File: config.mk
export PLATFORM = sky130hd
export DESIGN_NAME = parking_ctrl_flat
export DESIGN_NICKNAME = d
export VERILOG_FILES = /design/src/rtl/parking_ctrl_if.sv /design/src/rtl/parking_ctrl.sv /design/src/flat_wrapper.sv
export SDC_FILE = /design/constraint.sdc
export NUM_CORES = 1
export LEC_CHECK = 0
export BUFFER_PORTS_ARGS = -buffer_cell sky130_fd_sc_hd__buf_2
export CAP_MARGIN = 20
export CORE_MARGIN = 4
export CORE_UTILIZATION = 47
export CTS_CLUSTER_DIAMETER = 150
export DETAILED_ROUTE_END_ITERATION = 16
export GPL_TIMING_DRIVEN = 0
export HOLD_SLACK_MARGIN = 0.05
export PLACE_DENSITY = 0.78
export SLEW_MARGIN = 5
export SYNTH_ARGS = -nofsm -noshare
export SYNTH_HDL_FRONTEND = slang
export SYNTH_SLANG_ARGS = --single-unit
File: constraint.sdc
create_clock -name clk -period 2.7 [get_ports clk]
set_input_delay 0.135 -clock clk [delete_from_list [all_inputs] [get_ports clk]]
set_output_delay 0.135 -clock clk [all_outputs]
set_load 0.05 [all_outputs]
File: src/rtl/parking_ctrl_if.sv
`default_nettype none
// ---------------------------------------------------------------------------
// parking_ctrl_if : sensor/passcode inputs and gate/display outputs of
//                   the parking-entry controller.
// Revision 1.0
// ---------------------------------------------------------------------------
interface parking_ctrl_if #(
  parameter int PSD_W    = 32,
  parameter int CAPACITY = 8
);
  localparam int CNT_W = $clog2(CAPACITY + 1);

  logic             car;
  logic             f_sen;
  logic             b_sen;
  logic [PSD_W-1:0] psd;
  logic             psd_valid;
  logic             exit_sen;
  logic             gate;
  logic             e;
  logic             full;
  logic             alarm;
  logic [CNT_W-1:0] count;

  modport master (
    output car, f_sen, b_sen, psd, psd_valid, exit_sen,
    input  gate, e, full, alarm, count
  );

  modport slave (
    input  car, f_sen, b_sen, psd, psd_valid, exit_sen,
    output gate, e, full, alarm, count
  );
endinterface
`default_nettype wire

File: src/rtl/parking_ctrl.sv
`default_nettype none
// ---------------------------------------------------------------------------
// parking_ctrl : occupancy tracking, passcode check, retry lockout and gate
//                timeout for a parking-lot entry lane. All outputs registered.
// Revision 1.0
// ---------------------------------------------------------------------------
module parking_ctrl #(
  parameter int               PSD_W        = 32,
  parameter logic [PSD_W-1:0] PASSWORD     = PSD_W'(1359),
  parameter int               CAPACITY     = 8,
  parameter int               MAX_TRIES    = 3,
  parameter int               GATE_TIMEOUT = 16,
  parameter int               LOCK_CYCLES  = 32
) (
  input  logic          clk,
  input  logic          rst_n,
  parking_ctrl_if.slave bus
);

  localparam int CNT_W   = $clog2(CAPACITY + 1);
  localparam int RTY_W   = $clog2(MAX_TRIES + 1);
  localparam int TMR_MAX = ((GATE_TIMEOUT > LOCK_CYCLES) ? GATE_TIMEOUT : LOCK_CYCLES) - 1;
  localparam int TMR_W   = (TMR_MAX < 1) ? 1 : $clog2(TMR_MAX + 1);

  localparam logic [CNT_W-1:0] CAP_C     = CNT_W'(CAPACITY);
  localparam logic [RTY_W-1:0] TRIES_C   = RTY_W'(MAX_TRIES);
  localparam logic [TMR_W-1:0] GATE_LOAD = TMR_W'(GATE_TIMEOUT - 1);
  localparam logic [TMR_W-1:0] LOCK_LOAD = TMR_W'(LOCK_CYCLES - 1);

  typedef enum logic [1:0] {
    S_IDLE  = 2'd0,
    S_CHECK = 2'd1,
    S_OPEN  = 2'd2,
    S_LOCK  = 2'd3
  } state_t;

  state_t           state_q;
  logic             gate_q;
  logic             e_q;
  logic             alarm_q;
  logic             full_q;
  logic [CNT_W-1:0] count_q;
  logic [CNT_W-1:0] count_d;
  logic [RTY_W-1:0] retry_q;
  logic [RTY_W-1:0] retry_inc;
  logic [TMR_W-1:0] timer_q;
  logic             entry_ok;
  logic             exit_ok;

  // A simultaneous entry and exit cancel out; exits at zero are dropped.
  always_comb begin
    entry_ok  = (state_q == S_OPEN) && bus.b_sen;
    exit_ok   = bus.exit_sen && (count_q != '0);
    retry_inc = retry_q + 1'b1;
    count_d   = count_q;
    if (entry_ok && !exit_ok) begin
      count_d = count_q + 1'b1;
    end else if (!entry_ok && exit_ok) begin
      count_d = count_q - 1'b1;
    end
  end

  always_ff @(posedge clk) begin
    if (!rst_n) begin
      state_q <= S_IDLE;
      gate_q  <= 1'b0;
      e_q     <= 1'b0;
      alarm_q <= 1'b0;
      full_q  <= 1'b0;
      count_q <= '0;
      retry_q <= '0;
      timer_q <= '0;
    end else begin
      e_q     <= 1'b0;
      count_q <= count_d;
      full_q  <= (count_d == CAP_C);
      case (state_q)
        S_IDLE: begin
          gate_q  <= 1'b0;
          alarm_q <= 1'b0;
          if (bus.car && bus.f_sen && !full_q) begin
            state_q <= S_CHECK;
          end
        end
        S_CHECK: begin
          if (!bus.car) begin
            state_q <= S_IDLE;
            retry_q <= '0;
          end else if (bus.psd_valid) begin
            if (bus.psd == PASSWORD) begin
              state_q <= S_OPEN;
              gate_q  <= 1'b1;
              retry_q <= '0;
              timer_q <= GATE_LOAD;
            end else begin
              retry_q <= retry_inc;
              if (retry_inc == TRIES_C) begin
                state_q <= S_LOCK;
                alarm_q <= 1'b1;
                timer_q <= LOCK_LOAD;
              end
            end
          end
        end
        S_OPEN: begin
          // The car clearing the rear sensor beats a simultaneous timeout.
          if (bus.b_sen) begin
            state_q <= S_IDLE;
            gate_q  <= 1'b0;
            e_q     <= 1'b1;
          end else if (timer_q == '0) begin
            state_q <= S_IDLE;
            gate_q  <= 1'b0;
          end else begin
            timer_q <= timer_q - 1'b1;
          end
        end
        S_LOCK: begin
          gate_q <= 1'b0;
          if (timer_q == '0) begin
            state_q <= S_IDLE;
            alarm_q <= 1'b0;
            retry_q <= '0;
          end else begin
            timer_q <= timer_q - 1'b1;
          end
        end
        default: state_q <= S_IDLE;
      endcase
    end
  end

  assign bus.gate  = gate_q;
  assign bus.e     = e_q;
  assign bus.full  = full_q;
  assign bus.alarm = alarm_q;
  assign bus.count = count_q;

endmodule
`default_nettype wire

File: src/flat_wrapper.sv
// flat-port wrapper written by rule: the top's interface ports become plain ports
module parking_ctrl_flat 
#(
  parameter int               PSD_W        = 32,
  parameter logic [PSD_W-1:0] PASSWORD     = PSD_W'(1359),
  parameter int               CAPACITY     = 8,
  parameter int               MAX_TRIES    = 3,
  parameter int               GATE_TIMEOUT = 16,
  parameter int               LOCK_CYCLES  = 32
)
  (clk, rst_n, bus_car, bus_f_sen, bus_b_sen, bus_psd, bus_psd_valid, bus_exit_sen, bus_gate, bus_e, bus_full, bus_alarm, bus_count);
  parking_ctrl_if #(.PSD_W(PSD_W), .CAPACITY(CAPACITY)) bus_i ();
  input  logic clk;
  input  logic rst_n;
  input wire logic [$bits(bus_i.car)-1:0] bus_car;
  input wire logic [$bits(bus_i.f_sen)-1:0] bus_f_sen;
  input wire logic [$bits(bus_i.b_sen)-1:0] bus_b_sen;
  input wire logic [$bits(bus_i.psd)-1:0] bus_psd;
  input wire logic [$bits(bus_i.psd_valid)-1:0] bus_psd_valid;
  input wire logic [$bits(bus_i.exit_sen)-1:0] bus_exit_sen;
  output wire logic [$bits(bus_i.gate)-1:0] bus_gate;
  output wire logic [$bits(bus_i.e)-1:0] bus_e;
  output wire logic [$bits(bus_i.full)-1:0] bus_full;
  output wire logic [$bits(bus_i.alarm)-1:0] bus_alarm;
  output wire logic [$bits(bus_i.count)-1:0] bus_count;
  assign bus_i.car = bus_car;
  assign bus_i.f_sen = bus_f_sen;
  assign bus_i.b_sen = bus_b_sen;
  assign bus_i.psd = bus_psd;
  assign bus_i.psd_valid = bus_psd_valid;
  assign bus_i.exit_sen = bus_exit_sen;
  assign bus_gate = bus_i.gate;
  assign bus_e = bus_i.e;
  assign bus_full = bus_i.full;
  assign bus_alarm = bus_i.alarm;
  assign bus_count = bus_i.count;
  parking_ctrl #(.PSD_W(PSD_W), .PASSWORD(PASSWORD), .CAPACITY(CAPACITY), .MAX_TRIES(MAX_TRIES), .GATE_TIMEOUT(GATE_TIMEOUT), .LOCK_CYCLES(LOCK_CYCLES)) u_core (.clk(clk), .rst_n(rst_n), .bus(bus_i));
endmodule
==> impl_metrics.json <==
{
  "via_per_inst": 5.77,
  "power_density_mw_per_mm2": 635,
  "drtIter0Drc": 43,
  "dieHeight_um": 57.4,
  "clock_sinks": 17,
  "ys_ff_latch": 17,
  "layout_common_cells": "45 x buf_2, 17 x dfxtp_1, 9 x inv_1, 9 x nand2_1",
  "arrival_ns": 2.41,
  "peakVddDrop_mv": 0.611,
  "core_mm2": 0.00228,
  "synthToLayoutAreaGrowth_pct": 25.0,
  "multiInputGateArea_um2": 754,
  "firstDrtPassIters": 4,
  "avgRoutedWirePerCell_um": 13.3,
  "grt_usage": 0.179,
  "async_flop_share": 0,
  "final_common_cell": "buf_2",
  "synth-seq-area-share": 0.297,
  "synth_area_mm2": 0.00115,
  "grt_max_degree": 11,
  "cts.path.max_buffers": 2,
  "tns_ns": 0,
  "vias": 1246,
  "cts_buffers": 3,
  "yosysWarnings": 0,
  "maxCapViolations": 0,
  "leakagePower_nw": 0.647,
  "maxSlewHeadroom": 0.646,
  "post_cts_resized": 0,
  "startpoint_type": "flop",
  "dpl.hpwl_um": 2380,
  "hold_viol_final": 0,
  "outcome": "complete, no violations",
  "overflow": 0,
  "synth_top_flop_cell": "dfxtp_1",
  "cp_max_fo": 6,
  "rsz0062_at_grt": "false",
  "syn_area_per_cell_um2": 8.25,
  "nFillCells": 203,
  "start_util": 0.504,
  "power_mw": 0.910,
  "final_cell_area_mm2": 0.00143,
  "clockRootBuffer": "clkbuf_4",
  "finClkSkew_ns": 0.00837,
  "drv_slew": 0,
  "first_global_vias": 1224,
  "portBuffers": 45,
  "fin_cells": 216,
  "synth_cell_type_count": 45,
  "n_antenna_cell": 0,
  "min_period_over_period": 0.837,
  "crit_path_end_kind": "flop",
  "fmax_mhz": 443,
  "grt_pass1_wl_um": 4750,
  "cts_hold_buffers": 0,
  "die_area_mm2": 0.00330,
  "clkTransAtPathRegs_ns": 0.11,
  "worstPathRequired_ns": 2.85,
  "rows": 17,
  "cts_tree": "built",
  "setup_viol": 0,
  "gp_congestion": 0.909,
  "placed_cells": 212,
  "fin_nets": 232,
  "hold_class": "in2reg",
  "post_cts_buffers": 0,
  "io_pins": 47,
  "drcViolationCount": 0,
  "antenna_found_initial": 0,
  "period_minus_slack_ns": 2.26,
  "synthCells": 139,
  "htreeDepth": 1,
  "synth_fp_nets": 182,
  "drive_gt1_frac": 0.303,
  "place_area_mm2": 0.00141,
  "clk_latency_ns": 0.29,
  "path_class": "reg2reg",
  "synth_edf_count": 0,
  "worst_pin_slew_ns": 0.525,
  "seq_area_um2": 340,
  "drtAntennaViolNets": 0,
  "die_w_um": 57.4,
  "routed_wl_um": 2880
}
## registers in the layout, summed over array words and instances, names as in the netlist
register          cells
u_core.retry_q        2
u_core.bus.gate       1
u_core.state_q        2
u_core.bus.count      4
u_core.bus.e          1
u_core.bus.alarm      1
u_core.bus.full       1
u_core.timer_q        5
## kinds of logic (layout without fill, tap and decap cells)
| kind of cell | count (synthesis) | in the layout | synth area share |
|---|---|---|---|
| AOI/OAI and AO/OA | 34 | 34 | 0.222 |
| xor gates and xnor gates | 2 | 2 | 0.0153 |
| adders and majority gates | 4 | 4 | 0.0436 |
| buffers and inverters | 14 | 63 | 0.0458 |
| DFF | 17 | 17 | 0.297 |
| muxes | 1 | 1 | 0.00872 |
| and+or+nand+nor | 67 | 67 | 0.367 |
## synth_stat cells (2+ instances only)
master     n  area (um2)
nand2_1    9        33.8
nand2b_1   4        25.0
or4_1      4        30.0
a221oi_1   4        35.0
nor2_1     8        30.0
and3_1     4        25.0
nand3_1    5        25.0
o21ai_0    4        20.0
nand4_1    2        12.5
nor3_1     6        30.0
o211a_1    3        30.0
and2_1     3        18.8
dfxtp_1   17         340
inv_1      9        33.8
o221ai_1   2        17.5
nor4b_1    4        35.0
a22oi_1    4        30.0
or3b_2     2        17.5
ha_1       4        50.1
clkbuf_1   5        18.8
a21oi_1    8        40.0
nor2_2     2        12.5
nor2b_1    4        25.0
## final timing paths
kind | start | endpoint | slack (ns) | depth (start not counted)
setup reg to reg | u_core.timer_q[0] | u_core.timer_q[3] | 0.44 | 7
hold / removal | bus_car | u_core.state_q[0] | 0.17 | 3
setup / recovery | u_core.timer_q[0] | u_core.timer_q[3] | 0.44 | 7
hold reg to reg | u_core.timer_q[4] | u_core.timer_q[4] | 0.49 | 2
## through the flow
step | utilization | setup slack, ns | hold slack, ns
global placement | 0.618 | 0.536 | 0.459
CTS | 0.630 | 0.458 | 0.158
finish | 0.630 | 0.440 | 0.168
global route | 0.630 | 0.297 | 0.172
detailed placement | 0.618 | 0.478 | 0.468
floorplan | - | 0.544 | 0.291
## worst max-delay path, cell delays in order (launching register included)
cell and delay [ns]:
dfxtp_1 0.35, inv_1 0.07, ha_1 0.18, or3b_2 0.47, o21ai_0 0.45, a21oi_1 0.29
o221ai_1 0.26, a221oi_1 0.07
## area by class of cell
cell class,instances,area share
Multi-Input combinational cell,108,0.526
Sequential cell,17,0.237
Timing Repair Buffer,45,0.157
Tap cell,28,0.0244
Inverter,9,0.0236
Clock buffer,4,0.0183
Buffer,5,0.0131
## routing by layer
| metal | up-vias | part of all wire | global-route usage |
|---|---|---|---|
| met5 | - | 0 | 0 |
| met4 | 0 | 0.011 | 0.0629 |
| met3 | 4 | 0.080 | 0.0294 |
| met2 | 49 | 0.51 | 0.335 |
| met1 | 569 | 0.40 | 0.199 |
| li1 | 624 | - | - |
## power by group
part,leakage [nW],switching (mW),internal [mW],total [mW]
Clock,0.0150,0.0844,0.0574,0.142
Combinational,0.494,0.262,0.172,0.434
Sequential,0.138,0.0440,0.290,0.334
Note: power is estimated with default switching activity, not from simulation.
